**config.mk**
```make
export PLATFORM = sky130hd
export DESIGN_NAME = axi_lite_slave_waitstate_flat
export DESIGN_NICKNAME = d
export VERILOG_FILES = /design/src/rtl/axi_lite_slave_waitstate_if.sv /design/src/rtl/axi_lite_slave_waitstate.sv /design/src/flat_wrapper.sv
export SDC_FILE = /design/constraint.sdc
export NUM_CORES = 1
export LEC_CHECK = 0
export BUFFER_PORTS_ARGS = -buffer_cell sky130_fd_sc_hd__buf_2
export CAP_MARGIN = 20
export CORE_MARGIN = 2
export CORE_UTILIZATION = 39
export DETAILED_ROUTE_END_ITERATION = 7
export HOLD_SLACK_MARGIN = 0.08
export MAX_ROUTING_LAYER = met4
export PLACE_DENSITY = 0.81
export SKIP_CTS_REPAIR_TIMING = 1
export SYNTH_ARGS = -nofsm -noshare
export SYNTH_HDL_FRONTEND = slang
export SYNTH_SLANG_ARGS = --single-unit
```
**constraint.sdc**
```tcl
create_clock -name aclk -period 1.6 [get_ports aclk]
set_input_delay 0.32 -clock aclk [delete_from_list [all_inputs] [get_ports aclk]]
set_output_delay 0.32 -clock aclk [all_outputs]
set_load 0.02 [all_outputs]
```
**src/rtl/axi_lite_slave_waitstate_if.sv**
```systemverilog
// axi_lite_slave_waitstate_if: AXI4-Lite bus bundle between interconnect (master) and slave.
interface axi_lite_slave_waitstate_if #(
  parameter int ADDR_WIDTH = 32,
  parameter int DATA_WIDTH = 32
);
  logic [ADDR_WIDTH-1:0]   awaddr;
  logic                    awvalid;
  logic                    awready;
  logic [DATA_WIDTH-1:0]   wdata;
  logic [DATA_WIDTH/8-1:0] wstrb;
  logic                    wvalid;
  logic                    wready;
  logic [1:0]              bresp;
  logic                    bvalid;
  logic                    bready;
  logic [ADDR_WIDTH-1:0]   araddr;
  logic                    arvalid;
  logic                    arready;
  logic [DATA_WIDTH-1:0]   rdata;
  logic [1:0]              rresp;
  logic                    rvalid;
  logic                    rready;
  modport master (
    output awaddr, awvalid, wdata, wstrb, wvalid, bready, araddr, arvalid, rready,
    input  awready, wready, bresp, bvalid, arready, rdata, rresp, rvalid
  );
  modport slave (
    input  awaddr, awvalid, wdata, wstrb, wvalid, bready, araddr, arvalid, rready,
    output awready, wready, bresp, bvalid, arready, rdata, rresp, rvalid
  );
endinterface

```
**src/rtl/axi_lite_slave_waitstate.sv**
```systemverilog
// axi_lite_slave_waitstate: AXI4-Lite slave with address-window decode and a wait-state user bus.
// Define AXIL_TIMEOUT_EN to end user waits after TIMEOUT_CYCLES with SLVERR.
module axi_lite_slave_waitstate #(
  parameter int                    ADDR_WIDTH     = 32,
  parameter int                    DATA_WIDTH     = 32,
  parameter logic [ADDR_WIDTH-1:0] BASE_ADDR      = '0,
  parameter int                    ADDR_SPAN      = 4096,
  parameter int                    OFFS_WIDTH     = 12,
  parameter int                    TIMEOUT_CYCLES = 256
) (
  input  logic                    aclk,
  input  logic                    aresetn,
  axi_lite_slave_waitstate_if.slave s,
  output logic                    user_wr_en,
  output logic [OFFS_WIDTH-1:0]   user_wr_addr,
  output logic [DATA_WIDTH-1:0]   user_wr_data,
  output logic [DATA_WIDTH/8-1:0] user_wr_strb,
  input  logic                    user_wr_ack,
  input  logic [1:0]              user_wr_resp,
  output logic                    user_rd_en,
  output logic [OFFS_WIDTH-1:0]   user_rd_addr,
  input  logic                    user_rd_valid,
  input  logic [DATA_WIDTH-1:0]   user_rd_data,
  input  logic [1:0]              user_rd_resp
);
  localparam int SW = DATA_WIDTH / 8;
  if ((DATA_WIDTH != 32 && DATA_WIDTH != 64) || (ADDR_SPAN & (ADDR_SPAN - 1)) != 0 ||
      OFFS_WIDTH != $clog2(ADDR_SPAN) || TIMEOUT_CYCLES < 1) begin : g_cfg_err
    $error("axi_lite_slave_waitstate: invalid parameter set");
  end
  typedef enum logic [1:0] {WR_IDLE, WR_WAIT, WR_RESP} wr_state_e;
  typedef enum logic [1:0] {RD_IDLE, RD_WAIT, RD_RESP} rd_state_e;
  // Low address bits never affect the decode; they only flow through in the offset.
  function automatic logic in_win(input logic [ADDR_WIDTH-1:0] a);
    logic [ADDR_WIDTH-1:0] w;
    w = a & ~ADDR_WIDTH'(3);
    return (w >= BASE_ADDR) && ((w - BASE_ADDR) < ADDR_WIDTH'(ADDR_SPAN));
  endfunction
  wr_state_e             wr_state_q, wr_state_d;
  logic                  aw_full_q, aw_full_d, w_full_q, w_full_d;
  logic                  awready_q, awready_d, wready_q, wready_d;
  logic                  aw_in_q, aw_in_d;
  logic [OFFS_WIDTH-1:0] aw_off_q, aw_off_d;
  logic [DATA_WIDTH-1:0] wdata_q, wdata_d;
  logic [SW-1:0]         wstrb_q, wstrb_d;
  logic                  user_wr_en_q, user_wr_en_d;
  logic                  bvalid_q, bvalid_d;
  logic [1:0]            bresp_q, bresp_d;
  rd_state_e             rd_state_q, rd_state_d;
  logic                  ar_full_q, ar_full_d, arready_q, arready_d;
  logic                  ar_in_q, ar_in_d;
  logic [OFFS_WIDTH-1:0] ar_off_q, ar_off_d;
  logic                  user_rd_en_q, user_rd_en_d;
  logic                  rvalid_q, rvalid_d;
  logic [1:0]            rresp_q, rresp_d;
  logic [DATA_WIDTH-1:0] rdata_q, rdata_d;
`ifdef AXIL_TIMEOUT_EN
  localparam int            CW      = $clog2(TIMEOUT_CYCLES + 1);
  localparam logic [CW-1:0] CNT_MAX = CW'(TIMEOUT_CYCLES - 1);
  logic [CW-1:0] wr_cnt_q, wr_cnt_d, rd_cnt_q, rd_cnt_d;
`endif
  always_comb begin
    wr_state_d   = wr_state_q;
    aw_full_d    = aw_full_q;
    w_full_d     = w_full_q;
    aw_in_d      = aw_in_q;
    aw_off_d     = aw_off_q;
    wdata_d      = wdata_q;
    wstrb_d      = wstrb_q;
    user_wr_en_d = 1'b0;
    bvalid_d     = bvalid_q;
    bresp_d      = bresp_q;
`ifdef AXIL_TIMEOUT_EN
    wr_cnt_d     = '0;
`endif
    if (s.awvalid && awready_q) begin
      aw_full_d = 1'b1;
      aw_in_d   = in_win(s.awaddr);
      aw_off_d  = OFFS_WIDTH'(s.awaddr - BASE_ADDR);
    end
    if (s.wvalid && wready_q) begin
      w_full_d = 1'b1;
      wdata_d  = s.wdata;
      wstrb_d  = s.wstrb;
    end
    case (wr_state_q)
      WR_IDLE: if (aw_full_q && w_full_q) begin
        if (aw_in_q) begin
          user_wr_en_d = 1'b1;
          wr_state_d   = WR_WAIT;
        end else begin
          bresp_d    = 2'b11;
          bvalid_d   = 1'b1;
          wr_state_d = WR_RESP;
        end
      end
      WR_WAIT: begin
        if (user_wr_ack) begin
          bresp_d    = user_wr_resp;
          bvalid_d   = 1'b1;
          wr_state_d = WR_RESP;
        end
`ifdef AXIL_TIMEOUT_EN
        else if (wr_cnt_q == CNT_MAX) begin
          bresp_d    = 2'b10;
          bvalid_d   = 1'b1;
          wr_state_d = WR_RESP;
        end else wr_cnt_d = wr_cnt_q + 1'b1;
`endif
      end
      WR_RESP: if (s.bready) begin
        bvalid_d   = 1'b0;
        aw_full_d  = 1'b0;
        w_full_d   = 1'b0;
        wr_state_d = WR_IDLE;
      end
      default: wr_state_d = WR_IDLE;
    endcase
    awready_d = !aw_full_d;
    wready_d  = !w_full_d;
  end
  // A captured AR is issued one cycle later so read latency matches the write path.
  always_comb begin
    rd_state_d   = rd_state_q;
    ar_full_d    = ar_full_q;
    ar_in_d      = ar_in_q;
    ar_off_d     = ar_off_q;
    user_rd_en_d = 1'b0;
    rvalid_d     = rvalid_q;
    rresp_d      = rresp_q;
    rdata_d      = rdata_q;
`ifdef AXIL_TIMEOUT_EN
    rd_cnt_d     = '0;
`endif
    case (rd_state_q)
      RD_IDLE: if (ar_full_q) begin
        ar_full_d = 1'b0;
        if (ar_in_q) begin
          user_rd_en_d = 1'b1;
          rd_state_d   = RD_WAIT;
        end else begin
          rdata_d    = '0;
          rresp_d    = 2'b11;
          rvalid_d   = 1'b1;
          rd_state_d = RD_RESP;
        end
      end else if (s.arvalid && arready_q) begin
        ar_full_d = 1'b1;
        ar_in_d   = in_win(s.araddr);
        ar_off_d  = OFFS_WIDTH'(s.araddr - BASE_ADDR);
      end
      RD_WAIT: begin
        if (user_rd_valid) begin
          rdata_d    = user_rd_data;
          rresp_d    = user_rd_resp;
          rvalid_d   = 1'b1;
          rd_state_d = RD_RESP;
        end
`ifdef AXIL_TIMEOUT_EN
        else if (rd_cnt_q == CNT_MAX) begin
          rdata_d    = '0;
          rresp_d    = 2'b10;
          rvalid_d   = 1'b1;
          rd_state_d = RD_RESP;
        end else rd_cnt_d = rd_cnt_q + 1'b1;
`endif
      end
      RD_RESP: if (s.rready) begin
        rvalid_d   = 1'b0;
        rd_state_d = RD_IDLE;
      end
      default: rd_state_d = RD_IDLE;
    endcase
    arready_d = (rd_state_d == RD_IDLE) && !ar_full_d;
  end
  always_ff @(posedge aclk or negedge aresetn) begin
    if (!aresetn) begin
      wr_state_q   <= WR_IDLE;
      aw_full_q    <= 1'b0;
      w_full_q     <= 1'b0;
      awready_q    <= 1'b0;
      wready_q     <= 1'b0;
      aw_in_q      <= 1'b0;
      aw_off_q     <= '0;
      wdata_q      <= '0;
      wstrb_q      <= '0;
      user_wr_en_q <= 1'b0;
      bvalid_q     <= 1'b0;
      bresp_q      <= '0;
      rd_state_q   <= RD_IDLE;
      ar_full_q    <= 1'b0;
      arready_q    <= 1'b0;
      ar_in_q      <= 1'b0;
      ar_off_q     <= '0;
      user_rd_en_q <= 1'b0;
      rvalid_q     <= 1'b0;
      rresp_q      <= '0;
      rdata_q      <= '0;
`ifdef AXIL_TIMEOUT_EN
      wr_cnt_q     <= '0;
      rd_cnt_q     <= '0;
`endif
    end else begin
      wr_state_q   <= wr_state_d;
      aw_full_q    <= aw_full_d;
      w_full_q     <= w_full_d;
      awready_q    <= awready_d;
      wready_q     <= wready_d;
      aw_in_q      <= aw_in_d;
      aw_off_q     <= aw_off_d;
      wdata_q      <= wdata_d;
      wstrb_q      <= wstrb_d;
      user_wr_en_q <= user_wr_en_d;
      bvalid_q     <= bvalid_d;
      bresp_q      <= bresp_d;
      rd_state_q   <= rd_state_d;
      ar_full_q    <= ar_full_d;
      arready_q    <= arready_d;
      ar_in_q      <= ar_in_d;
      ar_off_q     <= ar_off_d;
      user_rd_en_q <= user_rd_en_d;
      rvalid_q     <= rvalid_d;
      rresp_q      <= rresp_d;
      rdata_q      <= rdata_d;
`ifdef AXIL_TIMEOUT_EN
      wr_cnt_q     <= wr_cnt_d;
      rd_cnt_q     <= rd_cnt_d;
`endif
    end
  end
  assign s.awready    = awready_q;
  assign s.wready     = wready_q;
  assign s.bvalid     = bvalid_q;
  assign s.bresp      = bresp_q;
  assign s.arready    = arready_q;
  assign s.rvalid     = rvalid_q;
  assign s.rresp      = rresp_q;
  assign s.rdata      = rdata_q;
  assign user_wr_en   = user_wr_en_q;
  assign user_wr_addr = aw_off_q;
  assign user_wr_data = wdata_q;
  assign user_wr_strb = wstrb_q;
  assign user_rd_en   = user_rd_en_q;
  assign user_rd_addr = ar_off_q;
endmodule

```
**src/flat_wrapper.sv**
```systemverilog
// flat-port wrapper written by rule: the top's interface ports become plain ports
module axi_lite_slave_waitstate_flat 
#(
  parameter int                    ADDR_WIDTH     = 32,
  parameter int                    DATA_WIDTH     = 32,
  parameter logic [ADDR_WIDTH-1:0] BASE_ADDR      = '0,
  parameter int                    ADDR_SPAN      = 4096,
  parameter int                    OFFS_WIDTH     = 12,
  parameter int                    TIMEOUT_CYCLES = 256
)
  (aclk, aresetn, user_wr_en, user_wr_addr, user_wr_data, user_wr_strb, user_wr_ack, user_wr_resp, user_rd_en, user_rd_addr, user_rd_valid, user_rd_data, user_rd_resp, s_awaddr, s_awvalid, s_wdata, s_wstrb, s_wvalid, s_bready, s_araddr, s_arvalid, s_rready, s_awready, s_wready, s_bresp, s_bvalid, s_arready, s_rdata, s_rresp, s_rvalid);
  axi_lite_slave_waitstate_if #(.ADDR_WIDTH(ADDR_WIDTH), .DATA_WIDTH(DATA_WIDTH)) s_i ();
  input  logic aclk;
  input  logic aresetn;
  output logic user_wr_en;
  output logic [OFFS_WIDTH-1:0] user_wr_addr;
  output logic [DATA_WIDTH-1:0] user_wr_data;
  output logic [DATA_WIDTH/8-1:0] user_wr_strb;
  input  logic user_wr_ack;
  input  logic [1:0] user_wr_resp;
  output logic user_rd_en;
  output logic [OFFS_WIDTH-1:0] user_rd_addr;
  input  logic user_rd_valid;
  input  logic [DATA_WIDTH-1:0] user_rd_data;
  input  logic [1:0] user_rd_resp;
  input wire logic [$bits(s_i.awaddr)-1:0] s_awaddr;
  input wire logic [$bits(s_i.awvalid)-1:0] s_awvalid;
  input wire logic [$bits(s_i.wdata)-1:0] s_wdata;
  input wire logic [$bits(s_i.wstrb)-1:0] s_wstrb;
  input wire logic [$bits(s_i.wvalid)-1:0] s_wvalid;
  input wire logic [$bits(s_i.bready)-1:0] s_bready;
  input wire logic [$bits(s_i.araddr)-1:0] s_araddr;
  input wire logic [$bits(s_i.arvalid)-1:0] s_arvalid;
  input wire logic [$bits(s_i.rready)-1:0] s_rready;
  output wire logic [$bits(s_i.awready)-1:0] s_awready;
  output wire logic [$bits(s_i.wready)-1:0] s_wready;
  output wire logic [$bits(s_i.bresp)-1:0] s_bresp;
  output wire logic [$bits(s_i.bvalid)-1:0] s_bvalid;
  output wire logic [$bits(s_i.arready)-1:0] s_arready;
  output wire logic [$bits(s_i.rdata)-1:0] s_rdata;
  output wire logic [$bits(s_i.rresp)-1:0] s_rresp;
  output wire logic [$bits(s_i.rvalid)-1:0] s_rvalid;
  assign s_i.awaddr = s_awaddr;
  assign s_i.awvalid = s_awvalid;
  assign s_i.wdata = s_wdata;
  assign s_i.wstrb = s_wstrb;
  assign s_i.wvalid = s_wvalid;
  assign s_i.bready = s_bready;
  assign s_i.araddr = s_araddr;
  assign s_i.arvalid = s_arvalid;
  assign s_i.rready = s_rready;
  assign s_awready = s_i.awready;
  assign s_wready = s_i.wready;
  assign s_bresp = s_i.bresp;
  assign s_bvalid = s_i.bvalid;
  assign s_arready = s_i.arready;
  assign s_rdata = s_i.rdata;
  assign s_rresp = s_i.rresp;
  assign s_rvalid = s_i.rvalid;
  axi_lite_slave_waitstate #(.ADDR_WIDTH(ADDR_WIDTH), .DATA_WIDTH(DATA_WIDTH), .BASE_ADDR(BASE_ADDR), .ADDR_SPAN(ADDR_SPAN), .OFFS_WIDTH(OFFS_WIDTH), .TIMEOUT_CYCLES(TIMEOUT_CYCLES)) u_core (.aclk(aclk), .aresetn(aresetn), .s(s_i), .user_wr_en(user_wr_en), .user_wr_addr(user_wr_addr), .user_wr_data(user_wr_data), .user_wr_strb(user_wr_strb), .user_wr_ack(user_wr_ack), .user_wr_resp(user_wr_resp), .user_rd_en(user_rd_en), .user_rd_addr(user_rd_addr), .user_rd_valid(user_rd_valid), .user_rd_data(user_rd_data), .user_rd_resp(user_rd_resp));
endmodule
```
==> impl_metrics.tcl, run 1 <==
set metrics [dict create \
    power.leakage_nw 3.05 \
    worstHoldPathType "input port to register" \
    hold-path-cell-count 2 \
    grt.overflow.total 0 \
    finalWeightedCongestion 0.791 \
    crit-reg2reg-launch "u_core.rd_state_q[0]" \
    grt_first_pass_wirelength_mm 15.5 \
    hold-path-endpoint "u_core.s.rdata[23]" \
    endpoint_kind "register" \
    placementRows 38 \
    drt_pass1_iterations 4 \
    numPortBuffers 247 \
    drt-vias-per-instance 4.84 \
    clock_slew_at_reported_path_ffs_ps 110 \
    worst_path_dominant_cell_family "compound AO/OA/AOI/OAI gates" \
    hp-start "user_rd_data[23]" \
    finalClockSkew_ps 10.0 \
    outcome "completed" \
    finalWirelength_mm 10.0 \
    cts.root.buffer_cell "sky130_fd_sc_hd__clkbuf_8" \
    placedInstanceArea_sq_um 5680 \
    min_period_ps 1550 \
    post_drt_wl_per_cell_microns 14.7 \
    tightest_slew_ps 590 \
    power_density_nw_per_um2 1670 \
    cp_data_arrival_time_ps 1800 \
    grt_max_degree 113 \
    core_region_area_sq_um 10700 \
    nNetsFinal 682 \
    final-setup-viol-count 0 \
    final_min_period_over_clock_period 0.967 \
    first_global_vias 3327 \
    clock_insertion_delay_worst_skew_ps 360 \
    worstSetupStartpointType "register" \
    postSynthRegisterBits 112 \
    num_ports 248 \
    critical_path.reg2reg.endpoint "u_core.s.rdata[30]" \
    syn-cell-area_sq_um 4250 \
    drt-met1-wl_mm 3.99 \
    vias 3302 \
    highest_layer "met4" \
    wl_met2_mm 5.16 \
    route.antenna.remaining_nets 0 \
    worst_max_slew_margin_expressed_relative_to_the_limit 0.607 \
    chipWidth_microns 108 \
    synth_unique_cells 35 \
    stdcell_area_sq_um 5900 \
    report.power.total_mw 9.86 \
    synth-warning-count 0 \
    cp_cell_sequence "or3b_4 -> a21o_1 -> buf_12 -> a22o_1" \
    n_diodes 0 \
    critical_path.slowest_cell "sky130_fd_sc_hd__dfrtp_1" \
    grt_setup_unrepaired "true" \
    critical_path_peak_fanout 34 \
    synthesis.instances 284 \
    synthesis.nets 429 \
    die_height_microns 108 \
    drt_drc_violations_left 0 \
    synth_sequential_area_ratio 0.659 \
    clock.fmax_ghz 0.646 \
    layout-drive-gt1-share 0.600 \
    cts-htree-levels 3 \
    path_class "register to register" \
    starting_density_of_the_core 0.396 \
    regToRegSetupSlack_ps 50 \
    cp.buffers_inverters 1 \
    layout.cells.most_common_list "246 x sky130_fd_sc_hd__buf_2, 112 x sky130_fd_sc_hd__dfrtp_1, 48 x sky130_fd_sc_hd__mux2_2, 32 x sky130_fd_sc_hd__a22o_1" \
    critical_path_rt_ps 1860 \
    cts.sink_count 112 \
    drt_first_iter_violations 111 \
    mostFrequentLayoutCell "sky130_fd_sc_hd__buf_2" \
    ir_worst_vdd_mv 0.766 \
    cts_tree "built" \
    final-max-slew-violation-count 0 \
    grtUsageTotal 0.176 \
    worstRegToRegCells 4 \
    design.die.area_sq_um 11800 \
    cts-root-to-sink-buffers 2 \
    drv.max_cap_violation_count 0 \
    cts_inserted_buffers 9 \
    area_delta_synth_final_pct 38.6 \
    route.met3.wl_microns 766 \
    antenna_violations_before_repair 0 \
    number_of_inserted_filler_cells_in_the_final_layout 916 \
    critPathMaxStageDelay_ps 420 \
    hold_viol 0 \
    hpwl_mm 7.72 \
    synthesis.area_per_instance_sq_um 15.0 \
]
## per-stage QoR
stage	TNS, ps	utilization	setup WS (ps)	instances	hold WS [ps]
after floorplan	0	-	0.615	284	24.4
after global placement	0	0.529	90.7	665	435
after detailed placement	0	0.529	42.1	665	441
after CTS	0	0.548	27.5	681	30.5
after global routing	-73.2	0.549	-20.3	682	137
final	0	0.549	53.2	682	163
## how the worst max path moves through the flow
stage	endpoint	cells after the start	slack, ps	start
final	u_core.s.rdata[30]	4	50	u_core.rd_state_q[0]
after global routing	u_core.user_rd_addr[2]	3	-20	u_core.rd_state_q[0]
after CTS	u_core.s.rdata[30]	4	30	u_core.rd_state_q[0]
after detailed placement	u_core.s.rdata[30]	4	40	u_core.rd_state_q[0]
after global placement	u_core.s.rdata[29]	4	90	u_core.rd_state_q[0]
after floorplan	u_core.user_wr_data[10]	4	0.6	u_core.s.wready
## routing by layer
layer / global-route usage / vias to the layer above
met5: - / -
met4: 0.0614 / 0
met3: 0.0446 / 10
met2: 0.301 / 149
met1: 0.202 / 1595
li1: - / 1548
## area by class of cell
class / instances / area [sq um] / area share
multi-input combinational: 150 / 1330 / 0.226
tap: 140 / 175 / 0.0297
clock inverter: 7 / 80.1 / 0.0136
timing repair buffer: 257 / 1350 / 0.230
inverter: 7 / 26.3 / 0.00446
clock buffer: 9 / 124 / 0.0210
sequential: 112 / 2800 / 0.475
## state kept, by name, indices dropped and copies added, names as in the netlist, 2 cells and up
register	cells
u_core.user_rd_addr	12
u_core.s.rresp	2
u_core.user_wr_data	32
u_core.user_wr_strb	4
u_core.s.rdata	32
u_core.wr_state_q	2
u_core.s.bresp	2
u_core.user_wr_addr	12
u_core.rd_state_q	2
## where the power goes
group	switching (mW)	internal [mW]	leakage [nW]
registers	0.473	3.76	1.39
logic	2.25	1.71	1.56
clock network	0.940	0.737	0.0960
total	3.66	6.20	3.05
## synth_stat cells
library cell / count / share of area
sky130_fd_sc_hd__a22o_1: 32 / 0.066
sky130_fd_sc_hd__nor3b_1: 1 / 0.0018
sky130_fd_sc_hd__o21ai_0: 2 / 0.0024
sky130_fd_sc_hd__nand2b_1: 1 / 0.0015
sky130_fd_sc_hd__nor2_1: 6 / 0.0053
sky130_fd_sc_hd__clkbuf_1: 6 / 0.0053
sky130_fd_sc_hd__nand4_1: 1 / 0.0015
sky130_fd_sc_hd__a21o_1: 2 / 0.0035
sky130_fd_sc_hd__nor4b_2: 1 / 0.0035
sky130_fd_sc_hd__nand3_1: 3 / 0.0035
sky130_fd_sc_hd__nor3_1: 1 / 0.0012
sky130_fd_sc_hd__and3_1: 1 / 0.0015
sky130_fd_sc_hd__o22ai_1: 2 / 0.0029
sky130_fd_sc_hd__inv_1: 7 / 0.0062
sky130_fd_sc_hd__o21ai_1: 1 / 0.0012
sky130_fd_sc_hd__o22a_1: 2 / 0.0041
sky130_fd_sc_hd__buf_2: 4 / 0.0047
sky130_fd_sc_hd__nor4_1: 12 / 0.018
sky130_fd_sc_hd__nand2_1: 4 / 0.0035
sky130_fd_sc_hd__o2bb2ai_1: 1 / 0.0021
sky130_fd_sc_hd__o32a_1: 2 / 0.0047
sky130_fd_sc_hd__buf_4: 1 / 0.0018
sky130_fd_sc_hd__and2_1: 3 / 0.0044
sky130_fd_sc_hd__and3b_1: 1 / 0.0021
sky130_fd_sc_hd__mux2_2: 48 / 0.13
sky130_fd_sc_hd__a21oi_1: 2 / 0.0024
sky130_fd_sc_hd__o21a_1: 3 / 0.0053
sky130_fd_sc_hd__or2_2: 1 / 0.0015
sky130_fd_sc_hd__nand3b_1: 2 / 0.0035
sky130_fd_sc_hd__a31o_2: 1 / 0.0021
sky130_fd_sc_hd__nand4bb_1: 1 / 0.0026
sky130_fd_sc_hd__mux2_1: 12 / 0.032
sky130_fd_sc_hd__buf_6: 4 / 0.011
sky130_fd_sc_hd__or3b_1: 1 / 0.0021
sky130_fd_sc_hd__dfrtp_1: 112 / 0.66
## cells by family after synthesis
logic type / Yosys count / share of synthesized area
compound gates: 50 / 0.0965
buf+inv: 22 / 0.0285
flops: 112 / 0.659
mux: 60 / 0.159
simple gates: 40 / 0.0571
Note: power is estimated with default switching activity, not from simulation.
==> run 2, diff against run 1 <==
--- a/config.mk
+++ b/config.mk
@@ -12,7 +12,7 @@
 export DETAILED_ROUTE_END_ITERATION = 7
 export HOLD_SLACK_MARGIN = 0.08
 export MAX_ROUTING_LAYER = met4
-export PLACE_DENSITY = 0.81
+export PLACE_DENSITY_LB_ADDON = 0.12
 export SKIP_CTS_REPAIR_TIMING = 1
 export SYNTH_ARGS = -nofsm -noshare
 export SYNTH_HDL_FRONTEND = slang
==> run 2 against run 1 <==
  * Die area stayed put
  * Sequential power hardly changed
  * Total power up 0.38%
  * Combinational power grew 2%
  * Critical path depth unchanged
  * Final area is 0.91% higher
  * Non-clock buffer count increased by 5
  * Sequential share of layout area fell by 0.43 points
  * Largest power group unchanged
==> impl_metrics.tcl, run 2 (synthesis results as in run 1) <==
set metrics [dict create \
    outcome "completed" \
    power.leakage_nw 3.08 \
    min_period_ps 1570 \
    cts.sink_count 112 \
    report.power.total_mw 9.90 \
    layout.cells.non_filler 687 \
    final-max-slew-violation-count 0 \
    cts.root.buffer_cell "sky130_fd_sc_hd__clkbuf_8" \
    worstSetupStartpoint "u_core.rd_state_q[0]" \
    layout-drive-gt1-share 0.603 \
    grt_use_met2 0.281 \
    fin_worst_hold_slack_ps 164 \
    finalWirelength_mm 10.1 \
    path_class "register to register" \
    starting_density_of_the_core 0.396 \
    hpwl_mm 7.84 \
    hp-start "user_rd_data[30]" \
    stdcell_area_sq_um 5950 \
    first_global_vias 3241 \
    placed_cell_count 669 \
    critical_path_rt_ps 1860 \
    critical_path.slowest_cell "sky130_fd_sc_hd__dfrtp_1" \
    clock_insertion_delay_worst_skew_ps 360 \
    worst_max_slew_margin_expressed_relative_to_the_limit 0.783 \
    area_delta_synth_final_pct 39.9 \
    drt_drc_violations_left 0 \
    design.die.area_sq_um 11800 \
    placedInstanceArea_sq_um 5730 \
    worstSetupStartpointType "register" \
    power_density_nw_per_um2 1660 \
    nNetsFinal 687 \
    vias 3294 \
    layout.cells.most_common_list "246 x sky130_fd_sc_hd__buf_2, 112 x sky130_fd_sc_hd__dfrtp_1, 48 x sky130_fd_sc_hd__mux2_2, 32 x sky130_fd_sc_hd__a22o_1" \
    clock_slew_at_reported_path_ffs_ps 100 \
    drv.max_cap_violation_count 0 \
    grt_setup_unrepaired "true" \
    final_min_period_over_clock_period 0.979 \
    grt_first_pass_wirelength_mm 15.8 \
    met1_usage 0.225 \
    placementRows 38 \
    grt.met3_usage 0.0506 \
    grt_max_degree 47 \
    drt_pass1_iterations 4 \
    cts-root-to-sink-buffers 2 \
    critical_path_peak_fanout 28 \
    finalClockSkew_ps 6.62 \
    cts_tree "built" \
    antenna_violations_before_repair 0 \
    chipWidth_microns 108 \
    tightest_slew_ps 322 \
    final-setup-viol-count 0 \
    critPathMaxStageDelay_ps 420 \
    cts_inserted_buffers 9 \
    clock.fmax_ghz 0.639 \
    post-route-worst-setup-slack_ps 34.2 \
    drt-vias-per-instance 4.79 \
    core_region_area_sq_um 10700 \
    num_ports 248 \
    die_height_microns 108 \
    finalCoreUtilization 0.554 \
    number_of_inserted_filler_cells_in_the_final_layout 997 \
    ir_worst_vdd_mv 0.980 \
    numPortBuffers 247 \
    finalWeightedCongestion 0.773 \
    grt_busiest_layer "met2" \
    sum_of_negative_setup_slack_ps 0 \
    endpoint_kind "register" \
    post_drt_wl_per_cell_microns 14.7 \
    hold_viol 0 \
    cts-htree-levels 3 \
    crit-reg2reg-launch "u_core.rd_state_q[0]" \
    detailedPlace.worstSlack_ps 33.4 \
    cp_cell_sequence "or3b_4 -> a21o_1 -> buf_12 -> a22o_1" \
    grt.overflow.total 0 \
    drt_first_iter_violations 89 \
    cp_data_arrival_time_ps 1820 \
    n_diodes 0 \
    worstHoldPathType "input port to register" \
    mostFrequentLayoutCell "sky130_fd_sc_hd__buf_2" \
    route.antenna.remaining_nets 0 \
    grtUsageTotal 0.179 \
]
run 2: final timing paths:
check | cells after the start | end | slack (ps)
setup / recovery | 4 | u_core.s.rdata[17] | 30
hold / removal | 2 | u_core.s.rdata[30] | 160
setup reg to reg | 4 | u_core.s.rdata[17] | 30
hold reg to reg | 1 | u_core.user_rd_addr[9] | 490
max in group asynchronous | 3 | u_core.user_wr_en | 720
min in group asynchronous | 2 | u_core.s.bresp[0] | 330
run 2: layout make-up:
cell class,instances,area [sq um],area share
Sequential cell,112,2800,0.471
Timing Repair Buffer,262,1420,0.238
Multi-Input combinational cell,150,1330,0.224
Tap cell,140,175,0.0294
Clock buffer,9,124,0.0208
Clock inverter,7,71.3,0.0120
Inverter,7,26.3,0.00442
run 2: routing by layer:
metal / share of wire / vias to the layer above
met5: 0 / -
met4: 0.010 / 0
met3: 0.091 / 9
met2: 0.48 / 164
met1: 0.42 / 1564
li1: - / 1557
run 2: critical path, delay by kind of cell (launching register included):
kind	cells	cell delay, ps
AO/OA/AOI/OAI	2	440
buffers and inverters	1	170
flip-flops	1	420
AND/OR/NAND/NOR	1	410
run 2: power breakdown:
part | leakage (nW) | internal (mW) | switching, mW
clock network | 0.103 | 0.728 | 0.931
registers | 1.39 | 3.76 | 0.454
logic | 1.59 | 1.75 | 2.28
